==> config.mk <==
export PLATFORM = sky130hd
export DESIGN_NAME = mips32_hazard_ctrl
export DESIGN_NICKNAME = d
export VERILOG_FILES = /design/src/rtl/mips32_hazard_ctrl.sv
export SDC_FILE = /design/constraint.sdc
export NUM_CORES = 1
export LEC_CHECK = 0
export BUFFER_PORTS_ARGS = -buffer_cell sky130_fd_sc_hd__buf_2
export CAP_MARGIN = 0
export CORE_AREA = 2 2 43 45
export DETAILED_ROUTE_END_ITERATION = 8
export DIE_AREA = 0 0 45 47
export GPL_TIMING_DRIVEN = 0
export PLACE_DENSITY = 0.78
export SETUP_SLACK_MARGIN = 0.02
export SLEW_MARGIN = 20
export SYNTH_ARGS = -nofsm -noshare
export SYNTH_HDL_FRONTEND = slang
export SYNTH_SLANG_ARGS = --single-unit
==> constraint.sdc <==
create_clock -name clk1 -period 3.1 [get_ports clk1]
set_clock_uncertainty 0.15 [all_clocks]
set_input_delay 0.465 -clock clk1 [delete_from_list [all_inputs] [get_ports clk1]]
set_output_delay 0.465 -clock clk1 [all_outputs]
set_load 0.01 [all_outputs]
==> src/rtl/mips32_hazard_ctrl.sv <==
// MIPS32 RAW hazard / flush controller with a three-entry destination scoreboard.
// Define MIPS32_HAZ_STALL_CNT_EN to add the saturating stall_cnt output.
module mips32_hazard_ctrl (
    input  logic        clk1,
    input  logic        rst,
    input  logic        start,
    input  logic        id_valid,
    input  logic [4:0]  id_rs,
    input  logic [4:0]  id_rt,
    input  logic        id_uses_rs,
    input  logic        id_uses_rt,
    input  logic        id_wr_en,
    input  logic [4:0]  id_rd,
    input  logic        id_is_hlt,
    input  logic        branch_taken,
    output logic        stall,
    output logic        flush,
    output logic        issue,
    output logic        halted
`ifdef MIPS32_HAZ_STALL_CNT_EN
    ,
    output logic [15:0] stall_cnt
`endif
);

    localparam logic [1:0] IDLE  = 2'd0;
    localparam logic [1:0] RUN   = 2'd1;
    localparam logic [1:0] DRAIN = 2'd2;
    localparam logic [1:0] HALT  = 2'd3;

    logic [1:0] state;
    logic [1:0] state_nx;

    logic       ex_v;
    logic       mem_v;
    logic       wb_v;
    logic [4:0] ex_rd;
    logic [4:0] mem_rd;
    logic [4:0] wb_rd;

    logic       rs_hit;
    logic       rt_hit;
    logic       hazard;
    logic       sb_empty;
    logic       sb_unused;

    // WB writes before ID reads, so only EX and MEM can conflict.
    assign rs_hit = id_uses_rs && (id_rs != 5'd0) &&
                    ((ex_v && (ex_rd == id_rs)) ||
                     (mem_v && (mem_rd == id_rs)));
    assign rt_hit = id_uses_rt && (id_rt != 5'd0) &&
                    ((ex_v && (ex_rd == id_rt)) ||
                     (mem_v && (mem_rd == id_rt)));
    assign hazard = id_valid && (rs_hit || rt_hit);

    // An entry in WB is retiring this cycle, so it does not hold off HALT.
    assign sb_empty  = !ex_v && !mem_v;
    assign sb_unused = ^{wb_v, wb_rd};

    always_comb begin
        stall = 1'b1;
        flush = 1'b0;
        issue = 1'b0;
        if (state == RUN) begin
            flush = branch_taken;
            stall = hazard && !branch_taken;
            issue = id_valid && !stall && !flush;
        end
    end

    assign halted = (state == HALT);

    always_comb begin
        state_nx = state;
        unique case (state)
            IDLE:    if (start) state_nx = RUN;
            RUN:     if (issue && id_is_hlt) state_nx = DRAIN;
            DRAIN:   if (sb_empty) state_nx = HALT;
            HALT:    state_nx = HALT;
            default: state_nx = IDLE;
        endcase
    end

    always_ff @(posedge clk1) begin
        if (rst) begin
            state  <= IDLE;
            ex_v   <= 1'b0;
            mem_v  <= 1'b0;
            wb_v   <= 1'b0;
            ex_rd  <= 5'd0;
            mem_rd <= 5'd0;
            wb_rd  <= 5'd0;
        end else begin
            state  <= state_nx;
            wb_v   <= mem_v;
            wb_rd  <= mem_rd;
            // A flushed EX slot is squashed instead of advancing.
            mem_v  <= ex_v && !flush;
            mem_rd <= flush ? 5'd0 : ex_rd;
            ex_v   <= issue && id_wr_en && !id_is_hlt && (id_rd != 5'd0);
            ex_rd  <= issue ? id_rd : 5'd0;
        end
    end

`ifdef MIPS32_HAZ_STALL_CNT_EN
    always_ff @(posedge clk1) begin
        if (rst) begin
            stall_cnt <= 16'd0;
        end else if ((state == RUN) && stall && (stall_cnt != 16'hFFFF)) begin
            stall_cnt <= stall_cnt + 16'd1;
        end
    end
`endif

endmodule

==> reports/summary.json <==
{
  "peakVddDrop_v": 0.000294,
  "clkTransAtPathRegs_ns": 0.08,
  "placedCellCount": 127,
  "power_switching_share_pct": 23.2,
  "power.clock.fraction_pct": 33.9,
  "syn_inst": 84,
  "syn-num-nets": 108,
  "drt_iter0_markers": 8,
  "cp_num_buf_inv": 3,
  "crit_path_cell_trace": "buf_2 -> or4_1 -> o21a_1 -> a221o_2 -> inv_1 -> buf_2",
  "cpMostUsedCell": "sky130_fd_sc_hd__buf_2",
  "yosys.cell_types.count": 23,
  "intPower_mw": 0.285,
  "total_power_mw": 0.371,
  "cts_tree": "done",
  "slew_headroom_pct": 65.2,
  "stdcell_count": 131,
  "slew_violations": 0,
  "worst_setup_timing_slack_at_the_placement_stage_ns": 0.507,
  "critical_path.startpoint_type": "input pin",
  "total_of_flip_flops_plus_latches_after_synthesis": 14,
  "setup_repair_after_global_routing_missed_its_margin": "no",
  "antenna_cells": 0,
  "die_x_um": 45,
  "clock_latency_ns": 0.27,
  "core_area_um2": 1650,
  "route.detailed.drc": 0,
  "syn_avg_cell_area_um2": 9.52,
  "synth_top_area_cell": "sky130_fd_sc_hd__dfxtp_1",
  "wire_per_inst_um": 11.8,
  "tritoncts.num_buffers": 3,
  "clk_path_buf_depth": 2,
  "worstPathArrival_ns": 1.98,
  "postLayoutSetupSlackWorst_ns": 0.501,
  "yosys_warnings": 0,
  "synth_xor_xnor_area_share_pct": 21.9,
  "critPathCaptureType": "output pin",
  "design.portCount": 28,
  "max_cap_viol_count": 0,
  "power_per_cell_area_nw_per_um2": 376,
  "cts_hold_buffers": 0,
  "postLayoutCoreUtil_pct": 59.8,
  "worst_path_largest_cell_delay_ns": 0.53,
  "synth.yosys.seq_area_share_pct": 35.1,
  "post_cts_buffers": 0,
  "static-leakage-power_nw": 0.367,
  "outcome": "complete, no violations",
  "clock-root-buffer": "sky130_fd_sc_hd__clkbuf_4",
  "wirelength_um": 1540,
  "die_area_um2": 2120,
  "power_switching_mw": 0.0860,
  "p_seq_share_pct": 50.1,
  "place_congestion": 0.899,
  "buffers_on_ports": 26,
  "die_y_um": 47,
  "count_of_tritonroute_iterations_in_the_first_routing_pass": 4,
  "share_of_the_synthesized_area_in_compound_gates_ao_oa_aoi_oai_pct": 13.9,
  "critPathSlowestCell": "sky130_fd_sc_hd__or4_1",
  "crit_path_max_fanout": 7,
  "postSynth.asyncResetShare_pct": 0,
  "period_needed_ns": 2.60,
  "share_of_the_clock_period_used_by_the_worst_path_pct": 83.9,
  "post_synthesis_share_of_cell_area_spent_on_and_or_nand_and_nor_gates_pct": 28.2,
  "vias_in_the_first_global_route": 587,
  "synthAdderAreaFrac_pct": 0,
  "pin_count_of_the_biggest_net_entering_global_routing": 11,
  "dr_total_vias": 687,
  "netlist.area_leader.share_pct": 35.1,
  "cts_repair_resize_count": 0,
  "start_util_pct": 48.4,
  "place.detailed.hpwl_um": 1280,
  "cts.htree.levels": 1,
  "placementRows": 15,
  "synth_top_family_by_area": "simple AND/OR/NAND/NOR gates",
  "cpLargestDelayFamily": "compound AO/OA/AOI/OAI gates",
  "power.combinational.fraction_pct": 16.0,
  "synth.area.mux_share_pct": 0,
  "cts_sinks": 14,
  "grt_remaining_overflow": 0,
  "detail_route.vias_per_cell": 5.24,
  "share_of_layout_cells_above_drive_strength_1_pct": 34.2,
  "min-delay-path-class": "input pin to flip-flop",
  "setup.worst_path.class": "input pin to output pin",
  "finalHoldViolCount": 0,
  "synth_area_um2": 800,
  "grt_antenna_before_repair": 0,
  "drtAntennaViolNets": 0,
  "synth-edff-count": 0,
  "synth.area.top_cells": "sky130_fd_sc_hd__dfxtp_1, sky130_fd_sc_hd__xnor2_1, sky130_fd_sc_hd__nor3b_2",
  "grt_use_total_pct": 16.7,
  "timing.fmax_ghz": 0.385,
  "yosys_most_used_dff": "sky130_fd_sc_hd__dfxtp_1",
  "wire_length_of_the_first_global_routing_pass_um": 2480,
  "report.final.setup_viol": 0,
  "areaGrowthSynthToFinish_pct": 23.5,
  "data_required_time_at_the_worst_endpoint_ns": 2.48,
  "finalNetCount": 139,
  "timing_worst_slew_pin_value_ns": 0.522,
  "final.setup.tns_ns": 0
}
==> worst register-to-register path, stage by stage, from the launching register on <==
cell and delay, ns:
sky130_fd_sc_hd__dfxtp_1 0.36, sky130_fd_sc_hd__nand2b_1 0.18, sky130_fd_sc_hd__or2_2 0.30, sky130_fd_sc_hd__a221o_2 0.40, sky130_fd_sc_hd__nor3b_2 0.17
==> state kept, by name (all words and copies together) (netlist names) <==
signal	cells
ex_rd	5
ex_v	1
mem_rd	5
mem_v	1
state	2
==> per-layer routing <==
layer,vias up,routed length (µm),GRT usage (%)
met5,-,0,0
met4,0,12,8.82
met3,2,70,3.85
met2,14,721,26.3
met1,313,739,21.3
li1,358,-,-
==> final cells by class <==
type                       count  area, µm²
tap                           17       21.3
inverter                       1       3.75
sequential                    14        280
clock buffer                   4       36.3
timing repair buffer          26        130
multi-input combinational     68        512
buffer                         1       3.75
fill                         149        664
==> cells in the mapped netlist (all sizes together), types with 2 or more instances <==
cell type / count
and2: 8
dfxtp: 14
nand2: 5
nand2b: 3
nand4: 4
nor2: 4
nor3b: 5
o21a: 3
o21ai: 2
o22ai: 2
or4: 3
xnor2: 20
==> placed cells by master, fill, tap and decap left out, drive strengths merged, types with 3 or more instances in the layout <==
master,synthesis,final
nand2b,3,3
or4,3,3
xnor2,20,20
clkbuf,1,5
buf,0,26
nor3b,5,5
dfxtp,14,14
nand2,5,5
nor2,4,4
o21a,3,3
and2,8,8
nand4,4,4
==> path summary, 6_finish.rpt <==
path	from	end	slack, ns	depth (start not counted)
setup / recovery	id_rs[1]	issue	0.50	6
hold reg to reg	ex_v$_SDFF_PP0_	mem_v$_SDFF_PP0_	0.37	1
setup reg to reg	state[1]$_SDFFE_PP0P_	ex_rd[0]$_SDFF_PP0_	1.48	4
hold / removal	id_is_hlt	state[0]$_SDFFE_PP0P_	0.25	2
==> logic make-up after synthesis <==
kind of cell,after synthesis
AOI/OAI and AO/OA,14
xor gates and xnor gates,20
buffers and inverters,2
DFF,14
and+or+nand+nor,34
==> through the flow <==
| step | hold WS (ns) | instance area, µm² |
|---|---|---|
| global placement | 0.353 | 951 |
| finish | 0.245 | 987 |
| detailed placement | 0.355 | 951 |
| floorplan | 0.320 | 800 |
| global route | 0.237 | 987 |
| CTS | 0.240 | 987 |
==> power groups by stage <==
stage / Combinational (mW) / Sequential [mW] / Clock, mW
4_1_cts: 0.0598 / 0.186 / 0.129
5_1_grt: 0.0656 / 0.187 / 0.139
2_1_floorplan: 0.0333 / 0.189 / 0
3_5_place_dp: 0.0594 / 0.190 / 0
3_3_place_gp: 0.0580 / 0.190 / 0
6_report: 0.0595 / 0.186 / 0.126
No activity file was read; power rests on OpenSTA's default activity.
